[src/rtl/ttt_turn_scheduler.sv]
// Turn sequencer and board owner for the 3x3 game: arbitrates player/PC moves, enforces legality,
// forces a player move on timeout and evaluates win/draw after every commit.
module ttt_turn_scheduler #(
    parameter int unsigned TIMEOUT_CYCLES = 50_000_000,
    parameter int unsigned CNT_W          = 26
) (
    input  logic        clock,
    input  logic        reset,
    input  logic        start,
    input  logic        pl_valid,
    input  logic [8:0]  pl_sel,
    input  logic        pc_valid,
    input  logic [8:0]  pc_sel,
    output logic        pc_req,
    output logic [17:0] board,
    output logic        turn,
    output logic [1:0]  status,
    output logic        game_over,
    output logic        illegal,
    output logic        forced
);

    localparam int unsigned CELLS   = 9;
    localparam int unsigned BOARD_W = 2 * CELLS;

    localparam logic [1:0] CELL_EMPTY = 2'b00;
    localparam logic [1:0] CELL_PL    = 2'b01;
    localparam logic [1:0] CELL_PC    = 2'b10;

    localparam logic [1:0] ST_PLAY   = 2'b00;
    localparam logic [1:0] ST_PL_WIN = 2'b01;
    localparam logic [1:0] ST_PC_WIN = 2'b10;
    localparam logic [1:0] ST_DRAW   = 2'b11;

    localparam logic [CNT_W-1:0] CNT_LAST = CNT_W'(TIMEOUT_CYCLES - 1);

    typedef enum logic [2:0] {
        IDLE,
        P_WAIT,
        PC_WAIT,
        EVAL,
        DONE
    } state_t;

    state_t             state, state_d;
    logic [CNT_W-1:0]   count, count_d;
    logic [BOARD_W-1:0] board_d;
    logic               turn_d;
    logic [1:0]         status_d;
    logic               pc_req_d;
    logic               game_over_d;
    logic               illegal_d;
    logic               forced_d;

    logic [CELLS-1:0]   empty_m, pl_m, pc_m, low_empty;
    logic               pl_legal, pc_legal;

    // Any of the 8 lines (rows, columns, diagonals) fully set in an ownership mask.
    function automatic logic has_line(input logic [CELLS-1:0] m);
        return (m[0] & m[1] & m[2]) | (m[3] & m[4] & m[5]) | (m[6] & m[7] & m[8]) |
               (m[0] & m[3] & m[6]) | (m[1] & m[4] & m[7]) | (m[2] & m[5] & m[8]) |
               (m[0] & m[4] & m[8]) | (m[2] & m[4] & m[6]);
    endfunction

    function automatic logic [BOARD_W-1:0] place(input logic [BOARD_W-1:0] b,
                                                  input logic [CELLS-1:0]   sel,
                                                  input logic [1:0]         code);
        logic [BOARD_W-1:0] r;
        r = b;
        for (int i = 0; i < int'(CELLS); i++) begin
            if (sel[i]) r[2*i +: 2] = code;
        end
        return r;
    endfunction

    // Per-cell ownership masks and the lowest-index empty cell for forced moves.
    always_comb begin
        empty_m   = '0;
        pl_m      = '0;
        pc_m      = '0;
        low_empty = '0;
        for (int i = 0; i < int'(CELLS); i++) begin
            empty_m[i] = (board[2*i +: 2] == CELL_EMPTY);
            pl_m[i]    = (board[2*i +: 2] == CELL_PL);
            pc_m[i]    = (board[2*i +: 2] == CELL_PC);
        end
        for (int i = int'(CELLS) - 1; i >= 0; i--) begin
            if (empty_m[i]) begin
                low_empty    = '0;
                low_empty[i] = 1'b1;
            end
        end
    end

    assign pl_legal = pl_valid && $onehot(pl_sel) && ((pl_sel & empty_m) != '0);
    assign pc_legal = pc_valid && $onehot(pc_sel) && ((pc_sel & empty_m) != '0);

    // Next-state and next-output logic; start overrides everything else.
    always_comb begin
        state_d   = state;
        count_d   = count;
        board_d   = board;
        turn_d    = turn;
        status_d  = status;
        illegal_d = 1'b0;
        forced_d  = 1'b0;

        if (start) begin
            state_d  = P_WAIT;
            count_d  = '0;
            board_d  = '0;
            turn_d   = 1'b0;
            status_d = ST_PLAY;
        end else begin
            case (state)
                IDLE: ;
                P_WAIT: begin
                    count_d = count + CNT_W'(1);
                    if (pl_legal) begin
                        board_d = place(board, pl_sel, CELL_PL);
                        count_d = '0;
                        state_d = EVAL;
                    end else begin
                        illegal_d = pl_valid;
                        if (count == CNT_LAST && empty_m != '0) begin
                            board_d  = place(board, low_empty, CELL_PL);
                            forced_d = 1'b1;
                            count_d  = '0;
                            state_d  = EVAL;
                        end
                    end
                end
                PC_WAIT: begin
                    if (pc_legal) begin
                        board_d = place(board, pc_sel, CELL_PC);
                        state_d = EVAL;
                    end else begin
                        illegal_d = pc_valid;
                    end
                end
                EVAL: begin
                    if (has_line(pl_m)) begin
                        status_d = ST_PL_WIN;
                        state_d  = DONE;
                    end else if (has_line(pc_m)) begin
                        status_d = ST_PC_WIN;
                        state_d  = DONE;
                    end else if (empty_m == '0) begin
                        status_d = ST_DRAW;
                        state_d  = DONE;
                    end else begin
                        turn_d  = ~turn;
                        count_d = '0;
                        state_d = turn ? P_WAIT : PC_WAIT;
                    end
                end
                DONE: ;
                default: state_d = IDLE;
            endcase
        end

        pc_req_d    = (state_d == PC_WAIT);
        game_over_d = (state_d == DONE);
    end

    always_ff @(posedge clock or posedge reset) begin
        if (reset) begin
            state     <= IDLE;
            count     <= '0;
            board     <= '0;
            turn      <= 1'b0;
            status    <= ST_PLAY;
            pc_req    <= 1'b0;
            game_over <= 1'b0;
            illegal   <= 1'b0;
            forced    <= 1'b0;
        end else begin
            state     <= state_d;
            count     <= count_d;
            board     <= board_d;
            turn      <= turn_d;
            status    <= status_d;
            pc_req    <= pc_req_d;
            game_over <= game_over_d;
            illegal   <= illegal_d;
            forced    <= forced_d;
        end
    end

endmodule

[config.mk]
export PLATFORM = sky130hd
export DESIGN_NAME = ttt_turn_scheduler
export DESIGN_NICKNAME = d
export VERILOG_FILES = /design/src/rtl/ttt_turn_scheduler.sv
export SDC_FILE = /design/constraint.sdc
export NUM_CORES = 1
export LEC_CHECK = 0
export BUFFER_PORTS_ARGS = -buffer_cell sky130_fd_sc_hd__buf_2
export CORE_UTILIZATION = 35
export DETAILED_ROUTE_END_ITERATION = 16
export PLACE_DENSITY = 0.56
export SLEW_MARGIN = 15
export SYNTH_ARGS = -nofsm -noshare
export SYNTH_HDL_FRONTEND = slang
export SYNTH_SLANG_ARGS = --single-unit
[constraint.sdc]
create_clock -name clock -period 5.35 [get_ports clock]
set_input_delay 0.535 -clock clock [delete_from_list [all_inputs] [get_ports clock]]
set_output_delay 0.535 -clock clock [all_outputs]
set_load 0.005 [all_outputs]
==> impl_metrics.json <==
{
  "track_usage": 0.1937,
  "drv_slew": 0,
  "pwr-share-seq": 0.419,
  "syn-cell-area_mm2": 0.003779,
  "post-route-period-util": 0.8410,
  "clock_sinks": 54,
  "num_vias": 3408,
  "dpl.hpwl_um": 7365,
  "cts_tree": "done",
  "dr.pass1.iters": 5,
  "vias_per_cell": 5.806,
  "layout_commonest_cell": "dfrtp_1",
  "p_per_area_mw_per_mm2": 326.0,
  "cp-start-kind": "primary input",
  "crit_path_end_kind": "flip-flop",
  "muxShareOfSynthArea": 0.05563,
  "run_status": "finished, final reports clean",
  "synthAdderAreaFrac": 0.06954,
  "maxCapViolCount": 0,
  "combPwrFrac": 0.410,
  "ant_nets": 0,
  "clkPwrFrac": 0.171,
  "fmax_mhz": 222.2,
  "fillers": 1056,
  "cts_resized": 0,
  "swShare": 0.4152,
  "syn_to_final_growth_pct": 11.09,
  "port_buffers": 47,
  "synth_seq_area_share": 0.3576,
  "setup_viol": 0,
  "clkTransAtPathRegs_ns": 0.10,
  "synth_top_family_by_area": "simple AND/OR/NAND/NOR gates",
  "syn-num-nets": 451,
  "place_ws_ns": 0.5146,
  "synth-seq-cells": 54,
  "hp-class": "primary input to asynchronous set/reset pin",
  "worstMarginPinSlew_ns": 1.002,
  "synth_compound_area_frac": 0.1970,
  "netlist_instances": 413,
  "final_cell_mix": "54 x dfrtp_1, 47 x buf_2, 43 x o21ai_0, 36 x nor2_1, 31 x inv_1",
  "r2r-start": "board[1]",
  "hold_viol_final": 0,
  "drive_above_1_share": 0.1973,
  "die_y_um": 105.9,
  "start_util": 0.3628,
  "p_leak_uw": 0.001805,
  "yosys_warnings": 0,
  "insertedDiodeCount": 0,
  "required_ns": 5.56,
  "fin_skew_ns": 0.005530,
  "relSlewSlack": 0.3312,
  "grt_pass1_wl_um": 17420,
  "dominantRegCellSynth": "dfrtp_1",
  "wl_um": 10330,
  "fp.dieW_um": 105.9,
  "critPathMaxFanout": 19,
  "setup_slack_ns": 0.8505,
  "dieArea_mm2": 0.01122,
  "routedWlPerCell_um": 17.59,
  "nets": 489,
  "rsz0062_at_grt": "false",
  "first_iter_violations": 162,
  "crit_top_cell": "fa_1",
  "switchingPower_uw": 568.3,
  "place_area_mm2": 0.004115,
  "path_class": "primary input to flip-flop",
  "synthXorXnorAreaFrac": 0.002318,
  "grt_start_max_net_pins": 55,
  "gp_congestion": 0.8420,
  "coreArea_mm2": 0.01042,
  "slowest_stage": "fa_1",
  "grt_pass1_vias": 3377,
  "cp.arrival_ns": 4.71,
  "antenna_found_initial": 0,
  "clk_latency_ns": 0.32,
  "fin_tns_setup_ns": 0,
  "synthArstFlopShare": 1.000,
  "regToRegSetupSlack_ns": 2.14,
  "post-route-min-period_ns": 4.499,
  "synth_edf_count": 0,
  "grt-ovfl-total": 0,
  "io_pins": 48,
  "rows": 37,
  "fin_area_mm2": 0.004198,
  "cts_buffer_depth": 2,
  "crit_start": "pl_sel[0]",
  "cts-root-buf": "clkbuf_8",
  "htreeDepth": 2,
  "numCtsBuffers": 5,
  "route.detailed.drc": 0,
  "post_cts_buffers": 0,
  "postSynthAreaPerCell_um2": 9.149,
  "worstPathCellList": "buf_2 -> inv_1 -> fa_1 -> fa_1 -> fa_1 -> inv_1 -> fa_1 -> inv_1 -> fa_1 -> nor2b_1 -> o2111a_1 -> a21oi_1 -> buf_4 -> nand2_1 -> o41ai_1",
  "vdd_drop_max_uv": 117.0,
  "slowest_delay_ns": 0.55,
  "yosysUniqueCellTypes": 63,
  "synth-simple-area-share": 0.2619,
  "hold_buffers": 0,
  "intPower_uw": 800.3
}
## metal layers
layer | track usage | up-vias | part of all wire
met4 | 0.06548 | 0 | 0.014
met3 | 0.03004 | 16 | 0.055
met2 | 0.2937 | 110 | 0.45
li1 | - | 1610 | -
met5 | 0 | - | 0
met1 | 0.2807 | 1672 | 0.48
## Yosys cell counts (2+ instances only)
library cell | count | area (um^2)
fa_1 | 10 | 200.2
and2_1 | 2 | 12.51
nand3_1 | 18 | 90.09
inv_1 | 32 | 120.1
or4_4 | 2 | 22.52
mux2_4 | 2 | 30.03
nor2b_1 | 15 | 93.84
buf_2 | 7 | 35.03
nand3b_1 | 2 | 15.01
nor3b_1 | 8 | 60.06
a211o_1 | 2 | 17.52
nor4bb_1 | 16 | 160.2
nand2b_1 | 3 | 18.77
nor3_1 | 5 | 25.02
a211oi_1 | 7 | 52.55
a22oi_1 | 3 | 22.52
or4_1 | 3 | 22.52
o41ai_1 | 3 | 26.28
a221oi_1 | 2 | 17.52
o21ai_0 | 43 | 215.2
ha_1 | 5 | 62.56
a21oi_1 | 9 | 45.04
o31ai_1 | 12 | 90.09
dfrtp_1 | 54 | 1351
and4_1 | 2 | 17.52
or2_2 | 4 | 25.02
and3_4 | 2 | 22.52
nor4_2 | 2 | 25.02
nor2_1 | 36 | 135.1
nand2_1 | 19 | 71.32
mux2_2 | 12 | 135.1
o22ai_1 | 10 | 62.56
or3_1 | 3 | 18.77
and3_1 | 5 | 31.28
a31oi_1 | 5 | 31.28
nand4_1 | 9 | 56.30
clkbuf_1 | 10 | 37.54
mux2_1 | 4 | 45.04
## power by group through the flow
stage	registers [uW]	logic, uW	clock network, uW
3_3_place_gp	574	549	0
5_1_grt	584	624	256
4_1_cts	567	566	237
2_1_floorplan	526	431	0
3_5_place_dp	575	560	0
6_report	574	561	234
## critical path, delay by kind of cell
| family | cells | cell delay, ns |
|---|---|---|
| fa+ha+maj | 5 | 2.05 |
| buf+inv | 5 | 0.57 |
| compound gates | 3 | 0.93 |
| simple gates | 2 | 0.62 |
## kinds of logic after synthesis
logic type                 count (synthesis)
xor gates and xnor gates                   1
DFF                                       54
muxes                                     18
and+or+nand+nor                          163
buffers and inverters                     51
adders and majority gates                 15
AOI/OAI and AO/OA                        111
## worst paths after layout
path                       depth (start not counted)   endpoint
setup / recovery                                  15  count[16]
hold / removal                                     3  count[13]
setup reg to reg                                   5  count[16]
hold reg to reg                                    1  count[21]
max in group asynchronous                          3   board[7]
min in group clock                                 1  count[21]
## registers in the layout, summed over array words and instances (netlist names)
name,flops
turn,1
state,3
forced,1
count,26
game_over,1
board,18
pc_req,1
illegal,1
status,2
## metrics by stage
stage	hold WS [ns]	utilization	total power (uW)	std cells
after global routing	0.4502	0.4030	1464	587
after floorplan	0.4367	-	956.1	413
after detailed placement	0.4746	0.3951	1135	580
final	0.4030	0.4030	1369	587
after global placement	0.4737	0.3951	1123	580
after CTS	0.4321	0.4030	1370	587
## cell type report
class,instances,area [um^2],share of cell area
Timing Repair Buffer,50,257.7,0.06140
Inverter,32,120.1,0.02861
Clock buffer,5,68.82,0.01639
Multi-Input combinational cell,308,2216,0.5279
Sequential cell,54,1351,0.3219
Tap cell,136,170.2,0.04054
Clock inverter,2,13.76,0.003279
Power figures use the tool's default switching activity.
